$ cat src/rtl/secuenciador_rtc_if.sv
// Engine-side bus of the RTC sequencer: start/write/address/data out, done/RD/read-data back.
// The controller uses the master modport, the bus engine (or its model) the slave modport.
interface secuenciador_rtc_if;
  logic       iniciar;
  logic       escribe;
  logic [7:0] direccion;
  logic [7:0] dato;
  logic       fin;
  logic       rd_bus;
  logic [7:0] dato_rtc;

  modport master (
    output iniciar, escribe, direccion, dato,
    input  fin, rd_bus, dato_rtc
  );

  modport slave (
    input  iniciar, escribe, direccion, dato,
    output fin, rd_bus, dato_rtc
  );
endinterface

$ cat src/rtl/secuenciador_rtc.sv
// RTC bus scheduler: periodic 6-register time sweep plus user writes, coherent snapshot
// publication and engine-hang recovery through a per-transaction timeout.
module secuenciador_rtc #(
  parameter int         PERIODO   = 1_000_000,
  parameter logic [7:0] ADDR_BASE = 8'h21,
  parameter int         TIMEOUT   = 64
) (
  input  logic               clk,
  input  logic               reset,
  input  logic               habilita,
  input  logic               wr_req,
  input  logic [7:0]         wr_dir,
  input  logic [7:0]         wr_dato,
  output logic               wr_ack,
  secuenciador_rtc_if.master bus,
  output logic [7:0]         segundos,
  output logic [7:0]         minutos,
  output logic [7:0]         horas,
  output logic [7:0]         dia,
  output logic [7:0]         mes,
  output logic [7:0]         anio,
  output logic               nuevo_dato,
  output logic               error
);
  localparam int         TW     = $clog2(PERIODO);
  localparam int         OW     = (TIMEOUT > 1) ? $clog2(TIMEOUT) : 1;
  localparam logic [2:0] ULTIMO = 3'd5;

  typedef enum logic [1:0] {REPOSO, ACTIVA, LIBERA} estado_t;

  estado_t         estado_reg;
  logic [TW-1:0]   tick_reg;
  logic            pend_reg;
  logic            barrido_reg;
  logic            ack_diferido_reg;
  logic            rd_q_reg;
  logic [2:0]      indice_reg;
  logic [OW-1:0]   to_reg;
  logic [5:0][7:0] shadow_reg;
  logic [5:0][7:0] shadow_val;

  logic tick_wrap;
  logic captura;
  logic acepta_wr;

  assign tick_wrap = habilita && (tick_reg == TW'(PERIODO - 1));
  assign captura   = (estado_reg == ACTIVA) && !bus.escribe && barrido_reg &&
                     bus.rd_bus && !rd_q_reg;
  // A request still high while its own ack is visible (or while releasing the
  // write that just ended) belongs to that write and must not start another.
  assign acepta_wr = wr_req && !wr_ack && !((estado_reg == LIBERA) && bus.escribe);

  // Bypassed shadow view so a capture on the closing edge is part of the commit.
  genvar gi;
  generate
    for (gi = 0; gi < 6; gi++) begin : g_shadow
      assign shadow_val[gi] = (captura && (indice_reg == 3'(gi))) ? bus.dato_rtc
                                                                  : shadow_reg[gi];
    end
  endgenerate

  always_ff @(posedge clk or negedge reset) begin
    if (!reset) shadow_reg <= '0;
    else        shadow_reg <= shadow_val;
  end

  always_ff @(posedge clk or negedge reset) begin
    if (!reset) begin
      estado_reg       <= REPOSO;
      tick_reg         <= '0;
      pend_reg         <= 1'b0;
      barrido_reg      <= 1'b0;
      ack_diferido_reg <= 1'b0;
      rd_q_reg         <= 1'b1;
      indice_reg       <= '0;
      to_reg           <= '0;
      bus.iniciar      <= 1'b0;
      bus.escribe      <= 1'b0;
      bus.direccion    <= '0;
      bus.dato         <= '0;
      wr_ack           <= 1'b0;
      nuevo_dato       <= 1'b0;
      error            <= 1'b0;
      segundos         <= '0;
      minutos          <= '0;
      horas            <= '0;
      dia              <= '0;
      mes              <= '0;
      anio             <= '0;
    end else begin
      wr_ack           <= ack_diferido_reg;
      ack_diferido_reg <= 1'b0;
      error            <= 1'b0;
      nuevo_dato       <= 1'b0;
      rd_q_reg         <= bus.rd_bus;

      if (!habilita || tick_wrap) tick_reg <= '0;
      else                        tick_reg <= tick_reg + TW'(1);

      case (estado_reg)
        REPOSO, LIBERA: begin
          to_reg <= '0;
          if (acepta_wr) begin
            bus.direccion <= wr_dir;
            bus.dato      <= wr_dato;
            bus.escribe   <= 1'b1;
            bus.iniciar   <= 1'b1;
            estado_reg    <= ACTIVA;
          end else if ((estado_reg == LIBERA) && barrido_reg) begin
            indice_reg    <= indice_reg + 3'd1;
            bus.direccion <= ADDR_BASE + 8'(indice_reg) + 8'd1;
            bus.escribe   <= 1'b0;
            bus.iniciar   <= 1'b1;
            estado_reg    <= ACTIVA;
          end else if ((estado_reg == REPOSO) && pend_reg) begin
            pend_reg      <= 1'b0;
            barrido_reg   <= 1'b1;
            indice_reg    <= '0;
            bus.direccion <= ADDR_BASE;
            bus.escribe   <= 1'b0;
            bus.iniciar   <= 1'b1;
            estado_reg    <= ACTIVA;
          end else begin
            estado_reg <= REPOSO;
          end
        end

        ACTIVA: begin
          if (bus.fin) begin
            bus.iniciar <= 1'b0;
            estado_reg  <= LIBERA;
            if (bus.escribe) begin
              wr_ack <= 1'b1;
            end else if (barrido_reg && (indice_reg == ULTIMO)) begin
              {anio, mes, dia, horas, minutos, segundos} <= shadow_val;
              nuevo_dato  <= 1'b1;
              barrido_reg <= 1'b0;
            end
          end else if (to_reg == OW'(TIMEOUT - 1)) begin
            bus.iniciar <= 1'b0;
            estado_reg  <= LIBERA;
            error       <= 1'b1;
            // A hung write is still acknowledged, one cycle after its error pulse.
            if (bus.escribe) ack_diferido_reg <= 1'b1;
            else             barrido_reg      <= 1'b0;
          end else begin
            to_reg <= to_reg + OW'(1);
          end
        end

        default: begin
          bus.iniciar <= 1'b0;
          estado_reg  <= REPOSO;
        end
      endcase

      // Placed after the FSM so a wrap on the consuming cycle is not lost.
      if (tick_wrap) pend_reg <= 1'b1;
    end
  end
endmodule

$ cat src/flat_wrapper.sv
// flat-port wrapper written by rule: the top's interface ports become plain ports
module secuenciador_rtc_flat 
#(
  parameter int         PERIODO   = 1_000_000,
  parameter logic [7:0] ADDR_BASE = 8'h21,
  parameter int         TIMEOUT   = 64
)
  (clk, reset, habilita, wr_req, wr_dir, wr_dato, wr_ack, segundos, minutos, horas, dia, mes, anio, nuevo_dato, error, bus_iniciar, bus_escribe, bus_direccion, bus_dato, bus_fin, bus_rd_bus, bus_dato_rtc);
  secuenciador_rtc_if bus_i ();
  input  logic clk;
  input  logic reset;
  input  logic habilita;
  input  logic wr_req;
  input  logic [7:0] wr_dir;
  input  logic [7:0] wr_dato;
  output logic wr_ack;
  output logic [7:0] segundos;
  output logic [7:0] minutos;
  output logic [7:0] horas;
  output logic [7:0] dia;
  output logic [7:0] mes;
  output logic [7:0] anio;
  output logic nuevo_dato;
  output logic error;
  output wire logic [$bits(bus_i.iniciar)-1:0] bus_iniciar;
  output wire logic [$bits(bus_i.escribe)-1:0] bus_escribe;
  output wire logic [$bits(bus_i.direccion)-1:0] bus_direccion;
  output wire logic [$bits(bus_i.dato)-1:0] bus_dato;
  input wire logic [$bits(bus_i.fin)-1:0] bus_fin;
  input wire logic [$bits(bus_i.rd_bus)-1:0] bus_rd_bus;
  input wire logic [$bits(bus_i.dato_rtc)-1:0] bus_dato_rtc;
  assign bus_iniciar = bus_i.iniciar;
  assign bus_escribe = bus_i.escribe;
  assign bus_direccion = bus_i.direccion;
  assign bus_dato = bus_i.dato;
  assign bus_i.fin = bus_fin;
  assign bus_i.rd_bus = bus_rd_bus;
  assign bus_i.dato_rtc = bus_dato_rtc;
  secuenciador_rtc #(.PERIODO(PERIODO), .ADDR_BASE(ADDR_BASE), .TIMEOUT(TIMEOUT)) u_core (.clk(clk), .reset(reset), .habilita(habilita), .wr_req(wr_req), .wr_dir(wr_dir), .wr_dato(wr_dato), .wr_ack(wr_ack), .bus(bus_i), .segundos(segundos), .minutos(minutos), .horas(horas), .dia(dia), .mes(mes), .anio(anio), .nuevo_dato(nuevo_dato), .error(error));
endmodule
$ cat config.mk
export PLATFORM = sky130hd
export DESIGN_NAME = secuenciador_rtc_flat
export DESIGN_NICKNAME = d
export VERILOG_FILES = /design/src/rtl/secuenciador_rtc_if.sv /design/src/rtl/secuenciador_rtc.sv /design/src/flat_wrapper.sv
export SDC_FILE = /design/constraint.sdc
export NUM_CORES = 1
export LEC_CHECK = 0
export ABC_AREA = 1
export CORE_ASPECT_RATIO = 1.1
export CORE_MARGIN = 3
export CORE_UTILIZATION = 54
export DETAILED_ROUTE_END_ITERATION = 12
export PLACE_DENSITY = 0.89
export SLEW_MARGIN = 25
export SYNTH_ARGS = -nofsm -noshare
export SYNTH_HDL_FRONTEND = slang
export SYNTH_SLANG_ARGS = --single-unit
$ cat constraint.sdc
create_clock -name clk -period 1.8 [get_ports clk]
set_input_delay 0.27 -clock clk [delete_from_list [all_inputs] [get_ports clk]]
set_output_delay 0.27 -clock clk [all_outputs]
set_load 0.1 [all_outputs]
# Yosys cells after proc, flatten, opt, wreduce, memory -nomap -nowiden
# Cells that the tools add are included.
dict set report op_classes {
  add_sub_neg 5
  mul 0
  div 0
  n_lt_le_gt_ge 0
  n_eq_ne 20
  n_shift 0
  n_mux 56
  n_bitwise 2
  reduce_logical 39
}
# cell n
set op_table {}
lappend op_table {{$mux W8} 9}
lappend op_table {{$mux W1} 34}
lappend op_table {{$add A20 B1 Y20 const B} 1}
lappend op_table {{$eq A20 B20 Y1 const B} 1}
lappend op_table {{$mux W20} 1}
lappend op_table {{$logic_and A1 B1 Y1} 17}
lappend op_table {{$mux W6} 2}
lappend op_table {{$pmux W6 S2} 1}
lappend op_table {{$ne A2 B2 Y1 const B} 5}
lappend op_table {{$add A8 B1 Y8 const B} 1}
lappend op_table {{$mux W2} 4}
lappend op_table {{$reduce_and A4 Y1} 2}
lappend op_table {{$reduce_bool A2 Y1} 4}
lappend op_table {{$add A6 B3 Y7 const A} 1}
lappend op_table {{$reduce_and A7 Y1} 1}
lappend op_table {{$add A6 B1 Y6 const B} 1}
lappend op_table {{$eq A3 B2 Y1 const B} 2}
lappend op_table {{$eq A3 B3 Y1 const B} 2}
lappend op_table {{$eq A6 B6 Y1 const B} 1}
lappend op_table {{$mux W3} 2}
lappend op_table {{$ne A2 B1 Y1 const B} 3}
lappend op_table {{$ne A3 B3 Y1 const B} 2}
lappend op_table {{$reduce_and A2 Y1} 3}
lappend op_table {{$reduce_and A3 Y1} 2}
lappend op_table {{14 further kinds} 20}
dict set report word_totals {
  reg_bits 152
  latch_bits 0
  mem_bits_rw 0
  mem_bits_ro 0
  inputBits 30
  out_inout_bits 69
  elab_cells 149
  n_memories 0
}

# Longest topological paths before layout
# Gate-level depths: netlist of the first run.
dict set report depth {
  ltp_word 7
  depth_mapped 10
  ltp_nobuf 9
}

# Worst setup path before layout of the first run
# Ideal clock, no wire load.
dict set report synth_timing {
  path_kind {register to register}
  start {register u_core.bus.escribe}
  end {register u_core.bus.direccion[1]}
  t_arrival_ps 1933
  required_ps 1732
  path_slack_ps -201
  path_stages_with_launch 9
  path_buffers 0
  period_less_slack_ps 2001
  cell_sequence {dfrtp_1 -> nand3_1 -> nand2_1 -> inv_1 -> nor2_1 -> nand2_1 -> nand2_1 -> nand2_1 -> nand2_1}
}
dict set report synth_via {
  elab_chain_len 5
}
# item line_no
set synth_lines {}
lappend synth_lines {{start, declared} secuenciador_rtc_if.sv:13} ;# output iniciar, escribe, direccion, dato,
lappend synth_lines {{start signal, assigned} secuenciador_rtc.sv:78} ;# bus.escribe <= 1'b0;
lappend synth_lines {{start signal, assigned} secuenciador_rtc.sv:106} ;# bus.escribe <= 1'b1;
lappend synth_lines {{start signal, assigned} secuenciador_rtc.sv:112} ;# bus.escribe <= 1'b0;
lappend synth_lines {{$logic_and A1 B1 Y1 *} secuenciador_rtc.sv:51} ;# assign acepta_wr = wr_req && !wr_ack && !((estado_reg == LIBERA) && bus.escribe);
lappend synth_lines {{$logic_not A1 Y1 *} secuenciador_rtc.sv:51}
lappend synth_lines {{$logic_and A1 B1 Y1 *} secuenciador_rtc.sv:51}
lappend synth_lines {{$reduce_bool A3 Y1 (no line)} n/a}
lappend synth_lines {{$reduce_and A2 Y1 (no line)} n/a}
lappend synth_lines {{end signal, assigned} secuenciador_rtc.sv:104} ;# bus.direccion <= wr_dir;
lappend synth_lines {{end signal, assigned} secuenciador_rtc.sv:111} ;# bus.direccion <= ADDR_BASE + 8'(indice_reg) + 8'd1;
lappend synth_lines {{end, declared} secuenciador_rtc_if.sv:13}
# Mark *: on every way between the ends. The rest lies on a longest branch, timed or not.
# A chain may end at the register's enable or synchronous reset.

==> impl_summary.log, run 1 <==
INFO  metric reg2reg_setup_slack = 90 ps
INFO  metric drt_drc_violations_left = 0
INFO  metric tritoncts_buffer_count = 17
INFO  metric layoutNonFillerInstCount = 1029
INFO  metric synth_xor_area_share = 1.89%
INFO  metric number_of_warnings_issued_by_yosys = 0
INFO  metric critical-path-max-stage-delay = 440 ps
INFO  metric finalSetupViolations = 0
INFO  metric setup.worst_path.class = reg2reg
INFO  metric combinational_family_with_the_most_area_after_synthesis = simple AND/OR/NAND/NOR gates
INFO  metric fmax = 0.583 GHz
INFO  metric drt.antenna.violating_nets = 0
INFO  metric worst_path_most_repeated_cell = nand2_1
INFO  metric worst_path_arrival = 2070 ps
INFO  metric yosys.area_share.simple = 24.7%
INFO  metric tritoncts = yes
INFO  metric floorplan.die_area = 13300 sq um
INFO  metric avgSynthCellArea = 8.71 sq um
INFO  metric worst_skew_pair.late_latency = 420 ps
INFO  metric dp_hpwl = 10300 um
INFO  metric largest_reg_flops = 48
INFO  metric port-buffer-count = 98
INFO  metric timing.critical_path.slowest_stage_cell = dfrtp_1
INFO  metric nNetsFinal = 904
INFO  metric post-route-min-period = 1710 ps
INFO  metric syn_inst = 744
INFO  metric top_level_ports = 99
INFO  metric die_h = 121 um
INFO  metric grt_first_pass_wirelength = 26300 um
INFO  metric status = complete, no violations
INFO  metric die_width = 110 um
INFO  metric worst_min_delay_path_category = in2reg
INFO  metric final-max-slew-violation-count = 0
INFO  metric cp.required = 2160 ps
INFO  metric ctsRootBufferMaster = clkbuf_16
INFO  metric mappedNetlistArea = 6480 sq um
INFO  metric final_util = 74.7%
INFO  metric via_count = 5407
INFO  metric timing.max_slew.rel_slack = 67.2%
INFO  metric kind_of_end_point_of_the_critical_path = flop
INFO  metric critical_path.n_buffers_inverters = 2
INFO  metric grtUsageTotal = 24.7%
INFO  metric floorplan.initialDensity = 55.9%
INFO  metric cts_setup_buffers = 0
INFO  metric timing.max_cap.violations = 0
INFO  metric post-route-period-util = 95.2%
INFO  metric power-per-cell-area = 1450 nW/um^2
INFO  metric detailed_route_vias_per_instance = 5.25
INFO  metric routabilityCongestion = 0.845
INFO  metric finalHoldViolCount = 0
INFO  metric antennaDiodeCount = 0
INFO  metric dp.cells = 996
INFO  metric max-vdd-ir-drop = 1.71 mV
INFO  metric numClockSinks = 152
INFO  metric synth_mux_area_share = 0%
INFO  metric worst_path_dominant_cell_family = flip-flops
INFO  metric synth-adder-area-share = 1.55%
INFO  metric synth_compound_area_share = 8.54%
INFO  metric tightestPinTransition = 492 ps
INFO  metric crit_path_cell_trace = inv_1 -> ha_1 -> nand2_1 -> nand3b_1 -> buf_4 -> o21ai_0 -> nand2_1 -> nand2_1
INFO  metric placementRows = 41
INFO  metric overflow = 0
INFO  metric cts.reportedPaths.clkPinSlew = 60 ps
INFO  metric grt_antenna_before_repair = 0
INFO  metric area_growth_syn_to_layout = 33.7%
INFO  metric final_layout_size_suffix_gt1_share = 16.0%
INFO  metric vias_in_the_first_global_route = 5473
INFO  metric detailedRoute.firstIterationViolations = 397
INFO  metric crit_path_max_fanout = 16
INFO  metric grt_max_degree = 54
INFO  metric synth_seq_cells = 152
INFO  metric hold-worst-slack = 350 ps
INFO  metric synth_nets = 782
INFO  metric postRouteWirelength = 15800 um
INFO  metric synth_sequential_area_ratio = 58.7%
INFO  metric power.leakage = 4.39 nW
INFO  metric worstSetupStartpointType = flop
INFO  metric yosysUniqueCellTypes = 28
INFO  metric skew = 7.58 ps
INFO  metric htree_num_levels = 4
INFO  metric clock_path_buffers = 2
INFO  metric detail_route.first_pass.iterations = 5
INFO  metric drt_wl_cell = 15.3 um
INFO  metric core_area = 11600 sq um
timing repair:
action	4_1_cts	5_1_grt
endpoints found under the setup margin	0	46
endpoints found under the hold margin	47	0
hold buffers	1	0
gates resized for setup	0	17
per-stage QoR:
stage                     area, sq um  setup WS, ps  setup TNS, ps  power, mW
after CTS                        8640          56.3              0       12.6
final                            8660          86.0              0       12.6
after detailed placement         7980         -64.7           -526       8.65
after floorplan                  6480           131              0       7.32
after global placement           7980         -26.6          -51.7       8.55
after global routing             8660         -1.53          -1.53       13.1
power breakdown:
group          switching, mW  internal [mW]
clock                   1.33           2.57
combinational           3.15           1.13
sequential             0.417           3.99
total                   4.90           7.69
path summary, 6_finish.rpt:
check | startpoint | to | cells past startpoint
max in group asynchronous | reset | u_core.segundos[6] | 3
worst max-delay path | u_core.indice_reg[0] | u_core.segundos[1] | 8
min in group asynchronous | reset | u_core.error | 2
worst min register to register | u_core.ack_diferido_reg | u_core.wr_ack | 1
worst max register to register | u_core.indice_reg[0] | u_core.segundos[1] | 8
worst min-delay path | bus_rd_bus | u_core.rd_q_reg | 1
placed cells by master (no fill, tap or decap), drive strengths merged:
master / Yosys / layout
dlygate4sd3: 0 / 1
nor3: 3 / 3
o21ai: 45 / 45
dfstp: 1 / 1
inv: 54 / 54
dfrtp: 151 / 151
o211ai: 16 / 16
nand3b: 3 / 3
xnor2: 7 / 7
bufinv: 0 / 5
nand2: 308 / 308
o21a: 16 / 16
buf: 11 / 94
clkdlybuf4s50: 0 / 28
nand3: 23 / 23
a31oi: 1 / 1
o21bai: 2 / 2
and2: 2 / 2
o22ai: 2 / 2
clkinv: 1 / 4
nor2: 68 / 68
a21oi: 4 / 4
nor4: 1 / 1
clkbuf: 9 / 24
nand4: 1 / 1
ha: 8 / 8
xor2: 7 / 7
cell usage after synthesis:
master	instances	area share, %
o21ai_2	9	1.2
dfrtp_1	151	58
nand3_1	23	1.8
a21oi_1	4	0.31
nand4_1	1	0.097
xor2_1	7	0.95
and2_1	2	0.19
ha_1	8	1.5
nand3b_1	3	0.35
a31oi_1	1	0.097
nor2_1	67	3.9
clkbuf_1	9	0.52
clkinv_1	1	0.058
nor3_2	1	0.15
inv_2	1	0.058
nor4_1	1	0.097
o211ai_1	16	1.9
dfstp_2	1	0.41
xnor2_1	7	0.95
buf_2	11	0.85
nor3_1	2	0.15
o21bai_1	2	0.23
inv_1	53	3.1
o22ai_1	2	0.19
nand2_1	308	18
o21ai_0	36	2.8
nor2_4	1	0.17
o21a_1	16	1.9
final cells by class:
cell class                 count  area (sq um)
clock inverter                 8           169
timing repair buffer         123          1410
inverter                      55           206
fill                         800          2930
tap                          150           188
clock buffer                  24           482
sequential                   152          3810
multi-input combinational    517          2400
worst reg2reg max path, stage by stage (launching register included):
cell and delay [ps]:
dfrtp_1 440, inv_1 140, ha_1 200, nand2_1 70, nand3b_1 150, buf_4 200, o21ai_0 250, nand2_1 110
nand2_1 90
per-layer routing:
layer | vias up | global-route usage (%) | wire length [um]
met5 | - | 0 | 0
met1 | 2579 | 31.6 | 6560
li1 | 2591 | - | -
met4 | 0 | 8.24 | 330
met3 | 34 | 5.59 | 901
met2 | 203 | 41.8 | 7990
cells by family after synthesis:
logic type	Yosys count
buffers and inverters	75
adders and majority gates	8
and+or+nand+nor	409
AOI/OAI and AO/OA	86
DFF	152
xor gates and xnor gates	14
Power figures use the tool's default switching activity.
==> inputs of run 2 (changes only) <==
--- a/config.mk
+++ b/config.mk
@@ -8,9 +8,9 @@
 export ABC_AREA = 1
 export CORE_ASPECT_RATIO = 1.1
 export CORE_MARGIN = 3
-export CORE_UTILIZATION = 54
+export CORE_UTILIZATION = 25
 export DETAILED_ROUTE_END_ITERATION = 12
-export PLACE_DENSITY = 0.89
+export PLACE_DENSITY = 0.52
 export SLEW_MARGIN = 25
 export SYNTH_ARGS = -nofsm -noshare
 export SYNTH_HDL_FRONTEND = slang
==> run 2 against run 1 <==
  * Clock skew increased by 2.3 ps
  * Final area increased by 6.1%
  * Sequential cell count unchanged
  * Critical path type unchanged
  * Fmax increased by 3.9%
  * Sequential power about the same
  * Die area increased by 110%
  * Critical path depth increased by 1
  * Sequential share of layout area decreased by 2.5 points
  * Via count decreased by 5.2%
==> impl_summary.log, run 2 (synthesis results as in run 1) <==
INFO  metric status = complete, no violations
INFO  metric depth_of_the_most_critical_reg_to_reg_path = 9 (+1)
INFO  metric rr_startpoint = u_core.indice_reg[1]
INFO  metric vias_in_the_first_global_route = 5156 (-5.8%)
INFO  metric timing.max_cap.violations = 0 (unchanged)
INFO  metric die_h = 175 um (+45%)
INFO  metric largest_reg_flops = 48 (unchanged)
INFO  metric port-buffer-count = 98 (unchanged)
INFO  metric final_area = 9190 sq um (+6.1%)
INFO  metric htree_num_levels = 4 (unchanged)
INFO  metric detailedRoute.firstIterationViolations = 296 (-25%)
INFO  metric finalSetupViolations = 0 (unchanged)
INFO  metric worst_min_delay_path_category = in2reg
INFO  metric rr_endpoint = u_core.minutos[1]
INFO  metric most-common-layout-cells = nand2_1, dfrtp_1, nor2_1
INFO  metric final_layout_size_suffix_gt1_share = 17.9% (+1.8 points)
INFO  metric rsz0062_at_grt = no
INFO  metric drt.antenna.violating_nets = 0 (unchanged)
INFO  metric hold-worst-slack = 289 ps (-60.6 ps)
INFO  metric via_count = 5124 (-5.2%)
INFO  metric grt_antenna_before_repair = 0 (unchanged)
INFO  metric nFillCells = 2553 (+220%)
INFO  metric dp_hpwl = 11500 um (+12%)
INFO  metric post_dp_cell_area = 8510 sq um (+6.7%)
INFO  metric ctsRootBufferMaster = clkbuf_16
INFO  metric finalHoldViolCount = 0 (unchanged)
INFO  metric worst_skew_pair.late_latency = 430 ps (about the same)
INFO  metric tightestPinTransition = 462 ps (-30.2 ps)
INFO  metric mostFrequentLayoutCell = nand2_1
INFO  metric area_growth_syn_to_layout = 41.8%
INFO  metric placementRows = 61 (+49%)
INFO  metric skew = 9.88 ps (+2.30 ps)
INFO  metric postRouteWirelength = 16400 um (+3.7%)
INFO  metric drt_drc_violations_left = 0 (unchanged)
INFO  metric grtUsageTotal = 12.1% (-13 points)
INFO  metric cp.required = 2160 ps (about the same)
INFO  metric final-max-slew-violation-count = 0 (unchanged)
INFO  metric worst_path_arrival = 2010 ps (-60 ps)
INFO  metric clock_path_buffers = 2 (unchanged)
INFO  metric timing.critical_path.to = u_core.minutos[1]
INFO  metric core_area = 25400 sq um (+120%)
INFO  metric routabilityCongestion = 0.813 (-3.7%)
INFO  metric detailed_route_vias_per_instance = 4.13 (-21%)
INFO  metric timing.max_slew.rel_slack = 69.2% (+2.0 points)
INFO  metric floorplan.die_area = 27900 sq um (+110%)
INFO  metric kind_of_end_point_of_the_critical_path = flop
INFO  metric drt_wl_cell = 13.2 um (-14%)
INFO  metric die_width = 159 um (+44%)
INFO  metric reg2reg_setup_slack = 150 ps (+60 ps)
INFO  metric tritoncts = yes
INFO  metric cts.reportedPaths.clkPinSlew = 70 ps (about the same)
INFO  metric grt_first_pass_wirelength = 27000 um (+2.4%)
INFO  metric floorplan.initialDensity = 25.5% (-30 points)
INFO  metric fmax = 0.606 GHz (+3.9%)
INFO  metric power-per-cell-area = 1370 nW/um^2 (-5.5%)
INFO  metric numClockSinks = 152 (unchanged)
INFO  metric top_level_ports = 99 (unchanged)
INFO  metric overflow = 0 (unchanged)
INFO  metric tritoncts_buffer_count = 17 (unchanged)
INFO  metric power.leakage = 4.51 nW (+2.7%)
INFO  metric whs_path_depth = 1 (unchanged)
INFO  metric crit_path_max_fanout = 17 (+1)
INFO  metric post-route-min-period = 1650 ps (-63.9 ps)
INFO  metric crit_path_start = u_core.indice_reg[1]
INFO  metric detail_route.first_pass.iterations = 4 (-1)
INFO  metric final.setup.tns = 0 ps (unchanged)
INFO  metric max-vdd-ir-drop = 0.920 mV (-46%)
INFO  metric worstSetupStartpointType = flop
INFO  metric hold_start = bus_rd_bus
INFO  metric grt_max_degree = 46 (-15%)
INFO  metric setup.worst_path.class = reg2reg
INFO  metric nNetsFinal = 921 (+1.9%)
INFO  metric post-route-period-util = 91.7% (-3.5 points)
INFO  metric antennaDiodeCount = 0 (unchanged)
## run 2: cell count changes in the layout (fill, tap and decap cells not counted), sizes merged
cell,delta
buf,+16
inv,+7
clkbuf,-6
bufinv,-3
clkinv,+2
clkinvlp,+1
## run 2: worst min-delay path by stage
stage / endpoint
after floorplan: u_core.ack_diferido_reg
after global placement: u_core.bus.dato[3]
after detailed placement: u_core.bus.dato[3]
after CTS: u_core.rd_q_reg
after global routing: u_core.rd_q_reg
final: u_core.rd_q_reg
## run 2: repair_timing
item / CTS / global route
buffers inserted: 0 / 4
gates resized for setup: 0 / 5
endpoints found under the hold margin: 41 / 0
hold buffers: 1 / 0
endpoints found under the setup margin: 0 / 47
## run 2: through the flow
step / worst slack [ps] / utilization (%) / cells / total power, mW
final: 150 / 36.1 / 1242 / 12.6
after global routing: 3.83 / 36.1 / 1242 / 13.3
after CTS: 53.1 / 35.9 / 1237 / 12.7
after detailed placement: -59.0 / 33.5 / 1204 / 8.98
after global placement: -34.1 / 33.5 / 1204 / 8.95
after floorplan: 131 / - / 744 / 7.32
## run 2: metal layers
| layer | share of wire, % | global-route usage, % | vias up |
|---|---|---|---|
| met5 | 0 | 0 | - |
| met4 | 2.0 | 4.27 | 0 |
| met3 | 4.4 | 3.44 | 16 |
| met2 | 45 | 19.0 | 103 |
| met1 | 49 | 15.9 | 2371 |
| li1 | - | - | 2634 |
## run 2: final cells by class
cell class                      instances  area (sq um)  area share [%]
Inverter                               55           206            2.25
Sequential cell                       152          3810            41.4
Tap cell                              346           433            4.71
Timing Repair Buffer                  140          1750            19.0
Clock inverter                         15           184            2.00
Clock buffer                           17           425            4.63
Multi-Input combinational cell        517          2390            26.0
## run 2: worst max-delay path: stages (launching register included)
cell     delay (ps)
dfrtp_1         420
inv_2            90
ha_2            180
nand3_1         120
nor3_4          200
buf_4           160
buf_12          150
buf_4           140
nand2_1          50
nand2_1          60
## run 2: report_power, final
| group | internal, mW | switching (mW) | total [mW] |
|---|---|---|---|
| logic | 1.39 | 3.11 | 4.50 |
| clock network | 2.10 | 1.61 | 3.71 |
| registers | 3.98 | 0.433 | 4.41 |
| total | 7.47 | 5.15 | 12.6 |
==> inputs of run 3 (changes only) <==
--- a/config.mk
+++ b/config.mk
@@ -6,11 +6,12 @@
 export NUM_CORES = 1
 export LEC_CHECK = 0
 export ABC_AREA = 1
+export CAP_MARGIN = 20
 export CORE_ASPECT_RATIO = 1.1
 export CORE_MARGIN = 3
-export CORE_UTILIZATION = 25
+export CORE_UTILIZATION = 54
 export DETAILED_ROUTE_END_ITERATION = 12
-export PLACE_DENSITY = 0.52
+export PLACE_DENSITY = 0.89
 export SLEW_MARGIN = 25
 export SYNTH_ARGS = -nofsm -noshare
 export SYNTH_HDL_FRONTEND = slang
==> results of run 3 <==
The final DEF is identical to that of run 1; final timing and power are the same.
